**config.mk**
```make
export PLATFORM = sky130hd
export DESIGN_NAME = mix_cols_engine
export DESIGN_NICKNAME = d
export VERILOG_FILES = /design/src/rtl/mix_cols_engine.sv
export SDC_FILE = /design/constraint.sdc
export NUM_CORES = 1
export LEC_CHECK = 0
export CAP_MARGIN = 20
export CORE_MARGIN = 3
export CORE_UTILIZATION = 51
export CTS_CLUSTER_DIAMETER = 150
export CTS_CLUSTER_SIZE = 8
export DETAILED_ROUTE_END_ITERATION = 16
export GPL_TIMING_DRIVEN = 1
export PLACE_DENSITY = 0.95
export SYNTH_ARGS = -nofsm -noshare
export SYNTH_HDL_FRONTEND = slang
export SYNTH_SLANG_ARGS = --single-unit
```
**constraint.sdc**
```tcl
create_clock -name clk -period 7.9 [get_ports clk]
set_input_delay 1.58 -clock clk [delete_from_list [all_inputs] [get_ports clk]]
set_output_delay 1.58 -clock clk [all_outputs]
set_load 0.01 [all_outputs]
```
**src/rtl/mix_cols_engine.sv**
```systemverilog
// mix_cols_engine: sequential AES MixColumns (forward/inverse/bypass), COLS_PER_CYCLE columns per cycle
module mix_cols_engine #(
  parameter int COLS_PER_CYCLE = 1
) (
  input  logic         clk,
  input  logic         rst,
  input  logic         in_valid,
  output logic         in_ready,
  input  logic [127:0] in_data,
  input  logic [1:0]   in_mode,
  output logic         out_valid,
  input  logic         out_ready,
  output logic [127:0] out_data
);
  localparam int N = 4 / COLS_PER_CYCLE;
  localparam int CW = N > 1 ? $clog2(N) : 1;
  if (COLS_PER_CYCLE != 1 && COLS_PER_CYCLE != 2 && COLS_PER_CYCLE != 4) begin : g_bad_cpc
    $error("mix_cols_engine: COLS_PER_CYCLE must be 1, 2 or 4");
  end
  typedef enum logic [1:0] {IDLE, BUSY, DONE} state_t;
  state_t state, state_nx;
  logic [127:0] work, work_nx;
  logic [1:0] mode;
  logic [CW-1:0] col_idx;
  logic last;
  function automatic logic [7:0] xt(input logic [7:0] b);
    return {b[6:0], 1'b0} ^ (b[7] ? 8'h1b : 8'h00);
  endfunction
  function automatic logic [7:0] m9(input logic [7:0] b);
    return xt(xt(xt(b))) ^ b;
  endfunction
  function automatic logic [7:0] mb(input logic [7:0] b);
    return xt(xt(xt(b))) ^ xt(b) ^ b;
  endfunction
  function automatic logic [7:0] md(input logic [7:0] b);
    return xt(xt(xt(b))) ^ xt(xt(b)) ^ b;
  endfunction
  function automatic logic [7:0] me(input logic [7:0] b);
    return xt(xt(xt(b))) ^ xt(xt(b)) ^ xt(b);
  endfunction
  function automatic logic [31:0] mix(input logic [31:0] c, input logic inv);
    logic [7:0] a0, a1, a2, a3;
    {a0, a1, a2, a3} = c;
    return inv ? {me(a0) ^ mb(a1) ^ md(a2) ^ m9(a3),
                  m9(a0) ^ me(a1) ^ mb(a2) ^ md(a3),
                  md(a0) ^ m9(a1) ^ me(a2) ^ mb(a3),
                  mb(a0) ^ md(a1) ^ m9(a2) ^ me(a3)}
               : {xt(a0) ^ xt(a1) ^ a1 ^ a2 ^ a3,
                  a0 ^ xt(a1) ^ xt(a2) ^ a2 ^ a3,
                  a0 ^ a1 ^ xt(a2) ^ xt(a3) ^ a3,
                  xt(a0) ^ a0 ^ a1 ^ a2 ^ xt(a3)};
  endfunction
  assign last = col_idx == CW'(N - 1);
  assign in_ready = state == IDLE;
  assign out_valid = state == DONE;
  assign out_data = work;
  always_comb begin
    work_nx = work;
    for (int j = 0; j < COLS_PER_CYCLE; j++)
      work_nx[127 - 32 * (int'(col_idx) * COLS_PER_CYCLE + j) -: 32] =
        mix(work[127 - 32 * (int'(col_idx) * COLS_PER_CYCLE + j) -: 32], mode == 2'd1);
  end
  always_comb begin
    state_nx = state;
    unique case (state)
      IDLE: if (in_valid) state_nx = in_mode[1] ? DONE : BUSY;
      BUSY: if (last) state_nx = DONE;
      DONE: if (out_ready) state_nx = IDLE;
      default: state_nx = IDLE;
    endcase
  end
  always_ff @(posedge clk) state <= rst ? IDLE : state_nx;
  always_ff @(posedge clk) begin
    if (rst) begin
      work <= '0;
      mode <= '0;
      col_idx <= '0;
    end else if (state == IDLE && in_valid) begin
      work <= in_data;
      mode <= in_mode;
      col_idx <= '0;
    end else if (state == BUSY) begin
      work <= work_nx;
      col_idx <= last ? '0 : col_idx + 1'b1;
    end
  end
endmodule

```
==> impl_metrics.toml <==
[sta]
fin_crit_ps = 4440
finClkSkew_ps = 12.3
worstMarginPinSlew_ps = 1160
finalHoldViolCount = 0
timing.fmax_mhz = 225
finalSetupViolations = 0
setup_tns_ps = 0
slew_headroom_pct = 22.7
final.period_utilization_pct = 56.2
rsz0062_at_grt = "false"
slew_violations = 0

[die]
die_area_um2 = 18100
die_w_um = 134
die_h_um = 134
initial_core_util_pct = 52.6
core_um2 = 16000
fp-row-count = 46
io_pins = 264

[detailed_routing]
drc = 0
avgRoutedWirePerCell_um = 28.2
ant_nets = 0
initialDrtViolationCount = 2145
vias = 8861
finalWirelength_um = 35000
first_pass_iters = 11
vias_per_cell = 7.13

[worst_hold_path]
min_delay_path_depth = 2
hold_path.class = "reg -> reg"

[cts]
cts_resized = 0
cts_buffer_depth = 2
htreeDepth = 4
cts_tree = "done"
cts_hold_buf = 0
post_cts_buffers = 0
cts_sinks = 134
cts-root-buf = "clkbuf_16"
cts_buffers = 17
path_clk_slew_ps = 60
clk_latency_ps = 440

[setup_path]
path_common_cell = "xnor3_1"
crit_path_max_fanout = 24
worst-r2r-cell-count = 9
worstSetupEndpointType = "register"
crit_family = "XOR/XNOR gates"
slowest_delay_ps = 910
path_buf_inv = 1
critPathArrivalTime_ps = 4720
cp_cell_sequence = "buf_4, mux4_2, xnor2_1, xnor3_1, xnor3_1, nor2_2, xnor2_2, a222oi_1, nor2_1"
cp.required_ps = 8180
critical_path_depth = 9
start_kind = "register"
crit_slowest_cell = "xnor2_1"
crit_type = "reg -> reg"

[final_layout]
nets = 1151
n_fill_cell = 1007
drive_gt1_share_pct = 11.0
syn2layout_area_growth_pct = 38.4
insertedDiodeCount = 0
design_area_um2 = 11600
stdcell_count = 1242

[yosys]
synthCells = 798
syn_area_um2 = 8420
synth-seq-area-share_pct = 31.9
syn_area_per_cell_um2 = 10.5
synth_cell_type_count = 46
syn-num-nets = 936
ys_ff_latch = 134
yosysWarningCount = 0

[placement]
placed_area_um2 = 11000
portBuffers = 263
dp_hpwl_um = 23200
place.gp.congestion = 0.949
dp.cells = 1210

[outcome]
status = "finished, final reports clean"

[global_routing]
track_usage_pct = 37.3
antenna_found_initial = 0
grt_overflow_total = 0
grt_max_degree = 103
grt_first_pass_wirelength_um = 51700
grt_pass1_vias = 8889

[run]
cap_violations = 0

[power]
p_per_area_nw_per_um2 = 297
p_leak_uw = 0.00421
peakVddDrop_uv = 177
-- area by class of cell --
| type | instances | area (µm²) | share of cell area (%) |
|---|---|---|---|
| multi-input combinational | 578 | 5340 | 45.8 |
| clock buffer | 18 | 439 | 3.77 |
| inverter | 7 | 26.3 | 0.226 |
| clock inverter | 14 | 173 | 1.48 |
| timing repair buffer | 275 | 2720 | 23.3 |
| tap | 216 | 270 | 2.32 |
| sequential | 134 | 2690 | 23.0 |
-- cells in the mapped netlist, drive strengths merged --
cell	n	area share [%]
nand4	1	0.074
o21bai	1	0.089
nand2	24	1.1
dfxtp	134	32
nor2	116	5.3
buf	22	2.1
nand3b	1	0.089
a222oi	104	12
nand2b	2	0.15
nand3	3	0.18
clkbuf	57	2.5
or3	1	0.074
a22oi	25	2.2
o22ai	20	1.5
and2	4	0.36
xor2	38	4.4
nor3	2	0.12
o21ai	13	0.77
a31oi	3	0.22
a311oi	2	0.21
xnor2	128	16
inv	7	0.31
nor2b	4	0.30
xnor3	24	6.4
a21oi	12	0.76
and3	2	0.15
mux4	32	8.7
a21o	6	0.54
or2	1	0.10
mux2	1	0.13
nor3b	2	0.18
and4	1	0.10
xor3	1	0.28
ha	4	0.59
-- cell usage in the layout, fill, tap and decap left out, drive strengths merged --
| cell type | count |
|---|---|
| a21o | 6 |
| a21oi | 12 |
| a222oi | 104 |
| a22oi | 25 |
| a311oi | 2 |
| a31oi | 3 |
| and2 | 4 |
| and3 | 2 |
| and4 | 1 |
| buf | 13 |
| bufinv | 3 |
| clkbuf | 18 |
| clkdlybuf4s50 | 262 |
| clkinv | 6 |
| clkinvlp | 2 |
| dfxtp | 134 |
| ha | 4 |
| inv | 10 |
| mux2 | 1 |
| mux4 | 32 |
| nand2 | 24 |
| nand2b | 2 |
| nand3 | 3 |
| nand3b | 1 |
| nand4 | 1 |
| nor2 | 116 |
| nor2b | 4 |
| nor3 | 2 |
| nor3b | 2 |
| o21ai | 13 |
| o21bai | 1 |
| o22ai | 20 |
| or2 | 1 |
| or3 | 1 |
| xnor2 | 128 |
| xnor3 | 24 |
| xor2 | 38 |
| xor3 | 1 |
-- per-layer routing --
metal	vias up	share of wire, %	global-route usage (%)
li1	3464	-	-
met4	0	8.2	24.1
met1	4116	31	43.4
met3	257	15	12.4
met2	1024	45	59.2
met5	-	0	0
-- sequential cells by signal, indices dropped and copies added, names as in the netlist --
signal	count
state	2
mode	2
col_idx	2
out_data	128
-- kinds of logic after synthesis --
group | Yosys count | share of synthesized area [%]
xor+xnor | 191 | 26.9
fa+ha+maj | 4 | 0.595
simple gates | 164 | 8.21
flops | 134 | 31.9
mux | 33 | 8.83
compound gates | 186 | 18.7
buf+inv | 86 | 4.94
-- final timing paths --
path	start	to	slack, ps
worst max-delay path	col_idx[0]	out_data[61]	3460
worst min-delay path	out_data[96]	out_data[96]	540
worst max register to register	col_idx[0]	out_data[61]	3460
worst min register to register	out_data[96]	out_data[96]	540
-- stage by stage --
step	utilization, %	total power, µW	hold WS, ps	worst slack (ps)
after floorplan	-	2020	462	4730
after global placement	69.0	2490	486	3420
after detailed placement	69.0	2530	492	3380
after CTS	72.8	3390	522	3530
after global routing	72.8	3550	554	3310
final	72.8	3460	538	3460
-- where the power goes --
| part | total [µW] | switching, µW | internal (µW) |
|---|---|---|---|
| registers | 797 | 61.8 | 735 |
| clock network | 834 | 327 | 507 |
| logic | 1830 | 995 | 839 |
-- worst min-delay path: cells and delay by family (launching register included) --
family          cells  cell delay [ps]
compound gates      1               70
flops               1              350
simple gates        1               80
Power figures use the tool's default switching activity.
